### src/rtl/payment_change_dispenser.sv
// payment_change_dispenser: checkout change controller.
// Latches the change I-PG when a transaction starts, then releases one coin
// per clock (10-unit coins first, then 2-unit coins) and reports state,
// balances and a 26-character ASCII status message for the display.
module payment_change_dispenser (
    input  logic         clock,
    input  logic         reset,
    input  logic [4:0]   I,
    input  logic [4:0]   PG,
    output logic         DEZ,
    output logic         DOIS,
    output logic         FIM,
    output logic [4:0]   moneyToGive,
    output logic [4:0]   moneyState,
    output logic [2:0]   mainState,
    output logic [207:0] message
);

    localparam logic [2:0] ST_IDLE  = 3'd0;
    localparam logic [2:0] ST_GIVE  = 3'd1;
    localparam logic [2:0] ST_DONE  = 3'd2;
    localparam logic [2:0] ST_ERROR = 3'd3;

    // Messages are left-justified and padded with spaces to 26 characters.
    localparam logic [207:0] MSG_IDLE  = {"INSIRA DINHEIRO",    {11{8'h20}}};
    localparam logic [207:0] MSG_GIVE  = {"A DAR TROCO",        {15{8'h20}}};
    localparam logic [207:0] MSG_DONE  = {"OBRIGADO",           {18{8'h20}}};
    localparam logic [207:0] MSG_ERROR = {"SALDO INSUFICIENTE", {8{8'h20}}};

    localparam logic [4:0] COIN_BIG   = 5'd10;
    localparam logic [4:0] COIN_SMALL = 5'd2;

    logic [2:0]   state_q, state_d;
    logic         dez_q, dez_d;
    logic         dois_q, dois_d;
    logic         fim_q, fim_d;
    logic [4:0]   give_q, give_d;
    logic [4:0]   bal_q, bal_d;
    logic [207:0] msg_q, msg_d;

    // Next-state, coin pulse and balance logic.
    always_comb begin
        state_d = state_q;
        dez_d   = 1'b0;
        dois_d  = 1'b0;
        fim_d   = fim_q;
        give_d  = give_q;
        bal_d   = bal_q;
        case (state_q)
            ST_IDLE: begin
                fim_d = 1'b0;
                // I=0 means no transaction; PG is don't-care then.
                if (I != 5'd0) begin
                    if (PG <= I) begin
                        give_d  = I - PG;
                        bal_d   = I - PG;
                        state_d = ST_GIVE;
                    end else begin
                        give_d  = 5'd0;
                        bal_d   = 5'd0;
                        state_d = ST_ERROR;
                    end
                end
            end
            ST_GIVE: begin
                if (bal_q >= COIN_BIG) begin
                    bal_d = bal_q - COIN_BIG;
                    dez_d = 1'b1;
                end else if (bal_q >= COIN_SMALL) begin
                    bal_d  = bal_q - COIN_SMALL;
                    dois_d = 1'b1;
                end else begin
                    // An odd residual of 1 cannot be paid out and stays visible.
                    fim_d   = 1'b1;
                    state_d = ST_DONE;
                end
            end
            ST_DONE: begin
                // Wait for the customer to clear I so the same amount does not retrigger.
                fim_d = 1'b1;
                if (I == 5'd0) begin
                    fim_d   = 1'b0;
                    state_d = ST_IDLE;
                end
            end
            ST_ERROR: begin
                fim_d = 1'b0;
                if (I == 5'd0) begin
                    state_d = ST_IDLE;
                end
            end
            default: begin
                fim_d   = 1'b0;
                state_d = ST_IDLE;
            end
        endcase
    end

    // Status message follows the state being entered so it is registered with it.
    always_comb begin
        msg_d = MSG_IDLE;
        case (state_d)
            ST_GIVE:  msg_d = MSG_GIVE;
            ST_DONE:  msg_d = MSG_DONE;
            ST_ERROR: msg_d = MSG_ERROR;
            default:  msg_d = MSG_IDLE;
        endcase
    end

    // State and output registers with synchronous active-low reset.
    always_ff @(posedge clock) begin
        if (!reset) begin
            state_q <= ST_IDLE;
            dez_q   <= 1'b0;
            dois_q  <= 1'b0;
            fim_q   <= 1'b0;
            give_q  <= 5'd0;
            bal_q   <= 5'd0;
            msg_q   <= MSG_IDLE;
        end else begin
            state_q <= state_d;
            dez_q   <= dez_d;
            dois_q  <= dois_d;
            fim_q   <= fim_d;
            give_q  <= give_d;
            bal_q   <= bal_d;
            msg_q   <= msg_d;
        end
    end

    assign DEZ         = dez_q;
    assign DOIS        = dois_q;
    assign FIM         = fim_q;
    assign moneyToGive = give_q;
    assign moneyState  = bal_q;
    assign mainState   = state_q;
    assign message     = msg_q;

endmodule

### config.mk
export PLATFORM = sky130hd
export DESIGN_NAME = payment_change_dispenser
export DESIGN_NICKNAME = d
export VERILOG_FILES = /design/src/rtl/payment_change_dispenser.sv
export SDC_FILE = /design/constraint.sdc
export NUM_CORES = 1
export LEC_CHECK = 0
export BUFFER_PORTS_ARGS = -buffer_cell sky130_fd_sc_hd__buf_2
export CELL_PAD_IN_SITES_DETAIL_PLACEMENT = 1
export CELL_PAD_IN_SITES_GLOBAL_PLACEMENT = 2
export CORE_MARGIN = 5
export CORE_UTILIZATION = 21
export CTS_BUF_LIST = sky130_fd_sc_hd__clkbuf_2
export DETAILED_ROUTE_END_ITERATION = 10
export MAX_ROUTING_LAYER = met4
export PLACE_DENSITY = 0.89
export SLEW_MARGIN = 20
export SYNTH_ARGS = -nofsm -noshare
export SYNTH_HDL_FRONTEND = slang
export SYNTH_SLANG_ARGS = --single-unit
### constraint.sdc
create_clock -name clock -period 4.45 [get_ports clock]
set_clock_uncertainty 0.05 [all_clocks]
set_input_delay 0 -clock clock [delete_from_list [all_inputs] [get_ports clock]]
set_output_delay 0 -clock clock [all_outputs]
set_load 0.005 [all_outputs]
**Yosys cells after proc, flatten, opt, wreduce, memory -nomap -nowiden**

Index checks and enable logic that the tools add are counted.

- Output and inout bits: 224
- Register bits: 224
- Input bits: 12
- Logic and storage cells: 53

- Bitwise gates (word level): 2
- Add/subtract/negate cells: 3
- Multiplexer cells: 18
- Magnitude comparators: 3
- Equal/unequal tests: 10
- Reductions and logical operators: 10

Operator list:

| operator | number |
|---|---|
| 205-bit one-hot mux with 3 select lines | 1 |
| 5-bit two-way mux | 4 |
| 3-bit by 2-bit equality test with 1-bit output (second input constant) | 4 |
| 3-bit two-way mux | 4 |
| 5-bit one-hot mux with 2 select lines | 1 |
| 3-bit one-hot mux with 3 select lines | 1 |
| 3-bit by 1-bit equality test with 1-bit output (second input constant) | 2 |
| 2-bit != test (second input constant) | 3 |
| 2-bit AND reduction | 3 |
| 5-bit by 2-bit greater-or-equal comparator with 1-bit output (second input constant) | 1 |
| 5-bit by 4-bit greater-or-equal comparator with 1-bit output (second input constant) | 1 |
| 5-bit <= comparator | 1 |
| 5-bit zero test | 1 |
| 1-bit two-way mux | 5 |
| 5-bit nonzero test | 1 |
| 5-bit by 2-bit subtractor with 5-bit output (second input constant) | 1 |
| 5-bit by 4-bit subtractor with 5-bit output (second input constant) | 1 |
| 5-bit subtractor | 1 |
| 3-bit zero test | 1 |
| 3-bit != test (second input constant) | 1 |
| 3-bit AND reduction | 1 |
| 3-bit OR reduction | 1 |
| 2-bit two-way mux | 1 |
| 1-bit inverter | 2 |
| 3 further kinds | 3 |

**Depth between registers and ports, before layout**

Gate-level depths: netlist (run 1).

- Depth after elaboration: 6
- Gate-level depth with buffers: 9

**Worst setup path after synthesis (run 1)**

OpenSTA, ideal clock, no wires.

- Path kind: register to register
- Start: register bal_q[1] (netlist: moneyState[1])
- End: register msg_q[154] (netlist: message[154])
- Arrival: 1.731 ns
- Clock period less this slack: 1.896 ns
- Buffers on the path: 0
- Stages on the path, launching flop included: 8
- Setup slack: 2.554 ns
- Data required time: 4.285 ns
- Cell sequence: dfxtp_1 > inv_1 > ha_1 > nand2b_1 > a211oi_2 > o211ai_1 > and3_1 > o21a_1

- Cells in the longest elaborated chain, start to end: 6
- Elaborated cells between the ends (all ways): 9

RTL lines:

| element | RTL line | text |
|---|---|---|
| start: declaration | 38 | `logic [4:0] bal_q, bal_d;` |
| start signal: assignment | 126 | `bal_q <= bal_d;` |
| 5-bit by 2-bit greater-or-equal comparator with 1-bit output | 69 | `end else if (bal_q >= COIN_SMALL) begin` |
| 3-bit two-way mux | 69 |  |
| 3-bit two-way mux (*) | 66 | `if (bal_q >= COIN_BIG) begin` |
| 3-bit one-hot mux with 3 select lines (*) | 49 | `case (state_q)` |
| 3-bit by 2-bit equality test with 1-bit output / 3-bit by 1-bit equality test with 1-bit output (equally long branches) | 102 | `case (state_d)` |
| 205-bit one-hot mux with 3 select lines (*) | 102 |  |
| end signal: assignment | 127 | `msg_q <= msg_d;` |
| end: declaration | 39 | `logic [207:0] msg_q, msg_d;` |

Mark *: on every way between the ends. The rest lies on a longest branch, timed or not.
A chain may end at the register's enable or synchronous reset.

**Final worst setup path (run 1)**

Same ends and word-level chain as after synthesis.

==> results.toml, run 1 <==
[final_layout]
n_antenna_cell = 0
seq_area_um2 = 601
area_growth_pct = -4.74
multi_input_area_um2 = 1180
nNetsFinal = 420
postLayoutCoreUtil = 0.206
drive_above_1_share = 0.324
fill_cells = 1702

[yosys]
netlist_instances = 356
yosys-top-cells-area = "buf_4 51%, dfxtp_1 21%, ha_1 3.0%"
seq_area_frac_synth = 0.209
ys_ff_latch = 30
synth_top_cell_by_area = "buf_4"
synth_top_area_frac = 0.506
synth.distinct_cells = 45
yosys_warnings = 0
syn_area_um2 = 2880
postSynthAreaPerCell_um2 = 8.09

[floorplanning]
start_util = 0.216
die-area_um2 = 16200
die_w_um = 127
core-area_um2 = 13300
die-height_um = 127
num_rows = 42
pin_count = 236

[timing]
rsz0062_at_grt = "false"
tightest_slew_ns = 0.637
min_period_ns = 2.34
drv_slew = 0
setup_viol = 0
final_hold_viol_count = 0
clock.fmax_ghz = 0.428
period_share = 0.525
slew-limit-headroom = 0.573
setup_tns_ns = 0

[power]
finalPower_mw = 0.775
clockPowerShare = 0.319
intPower_mw = 0.521
power.leakage_nw = 1.53
sw_frac_of_total = 0.328
power_density_nw_per_um2 = 282
ir_worst_vdd_mv = 0.0872
p_seq_frac = 0.404
switching_power_mw = 0.254
power_frac_comb = 0.277

[cts]
holdBufCountCts = 1
cts_buffers = 5
post_cts_buffers = 0
cts_repair_resize_count = 0
clock_path_buffers = 2
htree_levels = 2
clk_pin_slew_ns = 0.16
clock-sinks = 30
cts_tree = "built"
clk_latency_ns = 0.36
cts-root-buf = "clkbuf_2"

[setup_path]
arrival_ns = 2.56
cp.required_ns = 4.67
crit_buf_inv = 1
crit_path_max_incr_delay_ns = 0.55
end_kind = "register"
crit_chain = "inv_1, ha_1, nand2b_1, a211oi_2, o211ai_1, and3_1, o21a_1"
path_delay_family = "compound AO/OA/AOI/OAI gates"
cp_max_fo = 9
crit_start = "moneyState[1]$_SDFFE_PN0P_"
worstSetupPathType = "reg2reg"
reg2reg_from = "moneyState[1]$_SDFFE_PN0P_"
startpoint_type = "register"
slowest_stage = "a211oi_2"

[grt]
grt_pass1_vias = 1813
grt_start_max_net_pins = 24
grt.overflow.total = 0
track_usage = 0.0764
antenna_found_initial = 0
grt_first_pass_wirelength_um = 9630

[placed_design]
numPortBuffers = 118
dp_hpwl_um = 6080
place.gp.congestion = 0.816

[min_path]
min_from = "PG[0]"
min_path_type = "in2reg"

[detailed_routing]
dr.pass1.iters = 4
routedWlPerCell_um = 12.1
vias_per_cell = 3.44
drt_iter0_drc = 84
post-route-drc-count = 0
drtAntennaViolNets = 0
vias = 1987
routed_wl_um = 7000

[job]
drv_cap = 0

[outcome]
status = "finished clean"
-- cells in the final DEF (no fill, tap or decap), types with 2 or more instances in the layout --
master	netlist	routed
a21oi_1	8	8
o211ai_1	3	3
nand2_1	19	19
nand3b_1	2	2
nor2b_1	3	3
a22oi_1	2	2
inv_1	14	14
a21boi_0	7	7
o21ai_0	8	8
o211a_1	2	2
and3_1	3	3
xnor2_1	2	2
clkbuf_2	0	5
bufinv_16	0	2
buf_2	2	118
o31ai_1	2	2
conb_1	2	118
ha_1	7	7
dfxtp_1	30	30
nand3_1	3	3
nor2_1	12	12
o21ai_1	2	2
nor3_1	3	3
a31oi_1	2	2
nand2b_1	3	3
-- cell type report --
class / count / area share
Multi-Input combinational cell: 230 / 0.430
Clock buffer: 5 / 0.00912
Tap cell: 176 / 0.0803
Clock inverter: 3 / 0.0233
Sequential cell: 30 / 0.219
Timing Repair Buffer: 119 / 0.219
Inverter: 14 / 0.0192
-- power groups by stage --
stage,registers (mW),clock network [mW],logic [mW]
2_1_floorplan,0.314,0,0.252
3_3_place_gp,0.317,0,0.207
3_5_place_dp,0.320,0,0.212
4_1_cts,0.314,0.257,0.214
5_1_grt,0.318,0.269,0.241
6_report,0.313,0.247,0.215
-- final timing paths --
path / endpoint / slack (ns) / depth (start not counted)
setup / recovery: message[154]$_SDFF_PN0_ / 2.11 / 7
hold / removal: moneyState[0]$_SDFFE_PN0P_ / 0.07 / 4
hold reg to reg: moneyToGive[4]$_SDFFE_PN0P_ / 0.43 / 2
setup reg to reg: message[154]$_SDFF_PN0_ / 2.11 / 7
-- sequential cells by signal, summed over array words and instances, names as in the netlist --
signal       flops
moneyState       5
mainState        3
moneyToGive      5
message         14
DEZ              1
DOIS             1
FIM              1
-- cell usage after synthesis --
cell	number
buf_4	194
dfxtp_1	30
nand2_1	19
inv_1	14
nor2_1	12
a21oi_1	8
o21ai_0	8
a21boi_0	7
ha_1	7
and3_1	3
nand2b_1	3
nand3_1	3
nor2b_1	3
nor3_1	3
o211ai_1	3
a22oi_1	2
a31oi_1	2
buf_2	2
conb_1	2
nand3b_1	2
o211a_1	2
o21ai_1	2
o31ai_1	2
xnor2_1	2
a211o_1	1
a211oi_2	1
a21o_1	1
a221oi_2	1
a32oi_2	1
and2_1	1
and4_1	1
buf_6	1
clkbuf_1	1
fa_1	1
mux2_2	1
mux2i_1	1
nand4_1	1
nand4b_1	1
nor3b_1	1
o21a_1	1
o22ai_1	1
o31ai_2	1
o41ai_1	1
or2_1	1
or4_1	1
-- kinds of logic after synthesis --
| group | after synthesis | synth area share |
|---|---|---|
| AO/OA/AOI/OAI | 45 | 0.112 |
| XOR/XNOR | 2 | 0.00608 |
| flip-flops | 30 | 0.209 |
| adder cells (fa/ha/maj) | 8 | 0.0374 |
| AND/OR/NAND/NOR | 55 | 0.0934 |
| buffers and inverters | 212 | 0.533 |
| multiplexers | 2 | 0.00738 |
| other | 2 | 0.00261 |
-- metal layers --
layer	part of all wire	GRT usage
met1	0.39	0.0927
met2	0.47	0.126
met3	0.14	0.0234
met4	0.0041	0.0158
met5	0	-
-- worst reg2reg max path: cells and delay by family (launching register included) --
family | cells | cell delay, ns
AO/OA/AOI/OAI | 3 | 1.05
flip-flops | 1 | 0.45
AND/OR/NAND/NOR | 2 | 0.39
adder cells (fa/ha/maj) | 1 | 0.21
buffers and inverters | 1 | 0.10
-- stage by stage --
stage	setup slack [ns]	instance area [um^2]	hold slack, ns	std cells
6_report	2.11	2740	0.0694	577
4_1_cts	2.09	2740	0.0208	577
3_3_place_gp	2.26	2650	0.323	568
5_1_grt	1.90	2740	0.0765	577
2_1_floorplan	2.55	3320	0.0877	472
3_5_place_dp	2.08	2650	0.328	568
(Power assumes the default switching activity.)
==> run 2, diff against run 1 <==
--- a/config.mk
+++ b/config.mk
@@ -9,11 +9,11 @@
 export CELL_PAD_IN_SITES_DETAIL_PLACEMENT = 1
 export CELL_PAD_IN_SITES_GLOBAL_PLACEMENT = 2
 export CORE_MARGIN = 5
-export CORE_UTILIZATION = 21
+export CORE_UTILIZATION = 18
 export CTS_BUF_LIST = sky130_fd_sc_hd__clkbuf_2
 export DETAILED_ROUTE_END_ITERATION = 10
 export MAX_ROUTING_LAYER = met4
-export PLACE_DENSITY = 0.89
+export PLACE_DENSITY = 0.81
 export SLEW_MARGIN = 20
 export SYNTH_ARGS = -nofsm -noshare
 export SYNTH_HDL_FRONTEND = slang
==> constraint.sdc (replaced) <==
create_clock -name clock -period 2.06 [get_ports clock]
set_clock_uncertainty 0.05 [all_clocks]
set_input_delay 0 -clock clock [delete_from_list [all_inputs] [get_ports clock]]
set_output_delay 0 -clock clock [all_outputs]
set_load 0.005 [all_outputs]
==> results.toml, run 2 (same netlist as run 1, synthesis figures left out) <==
[power]
power_frac_comb = 0.349
ir_worst_vdd_mv = 0.138
intPower_mw = 0.905
p_seq_frac = 0.456
clockPowerShare = 0.196
power_density_nw_per_um2 = 514
power.leakage_nw = 1.56
switching_power_mw = 0.551
sw_frac_of_total = 0.378

[detailed_routing]
post-route-drc-count = 0
drt_iter0_drc = 58
routedWlPerCell_um = 11.1
routed_wl_um = 6960
vias_per_cell = 3.23
dr.pass1.iters = 4
vias = 2032
drtAntennaViolNets = 0

[final_layout]
mostFrequentLayoutCells = "118 x conb_1, 118 x buf_2, 30 x dfxtp_1, 19 x nand2_1, 14 x inv_1"
drive_above_1_share = 0.339
nNetsFinal = 432
fill_cells = 2024
area_growth_pct = -1.69
n_antenna_cell = 0
largest_register_ffs = 14
postLayoutCoreUtil = 0.180

[floorplanning]
pin_count = 236
core-area_um2 = 15800
num_rows = 46
die_w_um = 136
start_util = 0.183
die-area_um2 = 18600
die-height_um = 136

[timing]
setup_viol = 0
period_share = 0.920
final_hold_viol_count = 0
hold_slack_ns = 0.0889
drv_slew = 0
tightest_slew_ns = 0.522
min_period_ns = 1.90
setup_tns_ns = 0
clock.fmax_ghz = 0.528
slew-limit-headroom = 0.651
rsz0062_at_grt = "false"

[grt]
antenna_found_initial = 0
grt_start_max_net_pins = 24
track_usage = 0.0671
grt_first_pass_wirelength_um = 9710
grt.overflow.total = 0
grt_pass1_vias = 1881

[min_path]
min_path_type = "in2reg"

[cts]
clock_path_buffers = 2
cts_buffers = 5
clock-sinks = 30
clk_latency_ns = 0.36
post_cts_buffers = 0
cts_repair_resize_count = 0
cts-root-buf = "clkbuf_2"
cts_tree = "built"
holdBufCountCts = 1
htree_levels = 2
clk_pin_slew_ns = 0.16

[placed_design]
numPortBuffers = 118
dp_hpwl_um = 6050
place.gp.congestion = 0.738

[setup_path]
worstSetupPathType = "reg2reg"
arrival_ns = 2.13
end_kind = "register"
cp.required_ns = 2.29
startpoint_type = "register"
cp_max_fo = 6

[job]
drv_cap = 0

[outcome]
status = "finished clean"
run 2: layout make-up:
type / instances / area [um^2] / share of cell area
clock buffer: 5 / 25.0 / 0.00884
inverter: 14 / 52.6 / 0.0186
clock inverter: 3 / 11.3 / 0.00398
multi-input combinational: 230 / 1180 / 0.417
tap: 216 / 270 / 0.0954
timing repair buffer: 131 / 691 / 0.244
sequential: 30 / 601 / 0.212
run 2: power groups by stage:
stage | logic [mW] | registers (mW) | clock network, mW
after floorplan | 0.544 | 0.678 | 0
after global routing | 0.576 | 0.674 | 0.332
after detailed placement | 0.502 | 0.679 | 0
final | 0.508 | 0.664 | 0.285
after CTS | 0.507 | 0.666 | 0.306
after global placement | 0.497 | 0.676 | 0
run 2: layer usage:
metal,wire [um],vias to the layer above,GRT usage
met2,3060,161,0.107
li1,-,947,-
met5,0,-,-
met3,1080,5,0.0276
met1,2770,919,0.0791
met4,42,0,0.0168
run 2: worst paths after layout:
kind,startpoint,endpoint,slack [ns],cells after the start
setup / recovery,moneyState[1]$_SDFFE_PN0P_,FIM$_SDFFE_PN0P_,0.16,8
hold / removal,PG[0],moneyState[0]$_SDFFE_PN0P_,0.09,4
setup reg to reg,moneyState[1]$_SDFFE_PN0P_,FIM$_SDFFE_PN0P_,0.16,8
hold reg to reg,moneyToGive[4]$_SDFFE_PN0P_,moneyToGive[4]$_SDFFE_PN0P_,0.43,2
run 2: per-stage QoR:
stage	power, mW	cells	setup slack [ns]	cell area [um^2]
floorplan	1.22	472	0.164	3320
global placement	1.17	620	0.150	2790
detailed placement	1.18	620	0.123	2790
CTS	1.48	629	0.154	2830
global route	1.58	629	0.00338	2830
finish	1.46	629	0.165	2830
run 2: critical path: stages, from the launching register on:
cell      delay (ns)
dfxtp_1         0.35
inv_1           0.06
ha_1            0.16
nand2b_1        0.09
a211oi_2        0.36
buf_4           0.21
a32oi_2         0.07
and2_1          0.25
o31ai_2         0.23
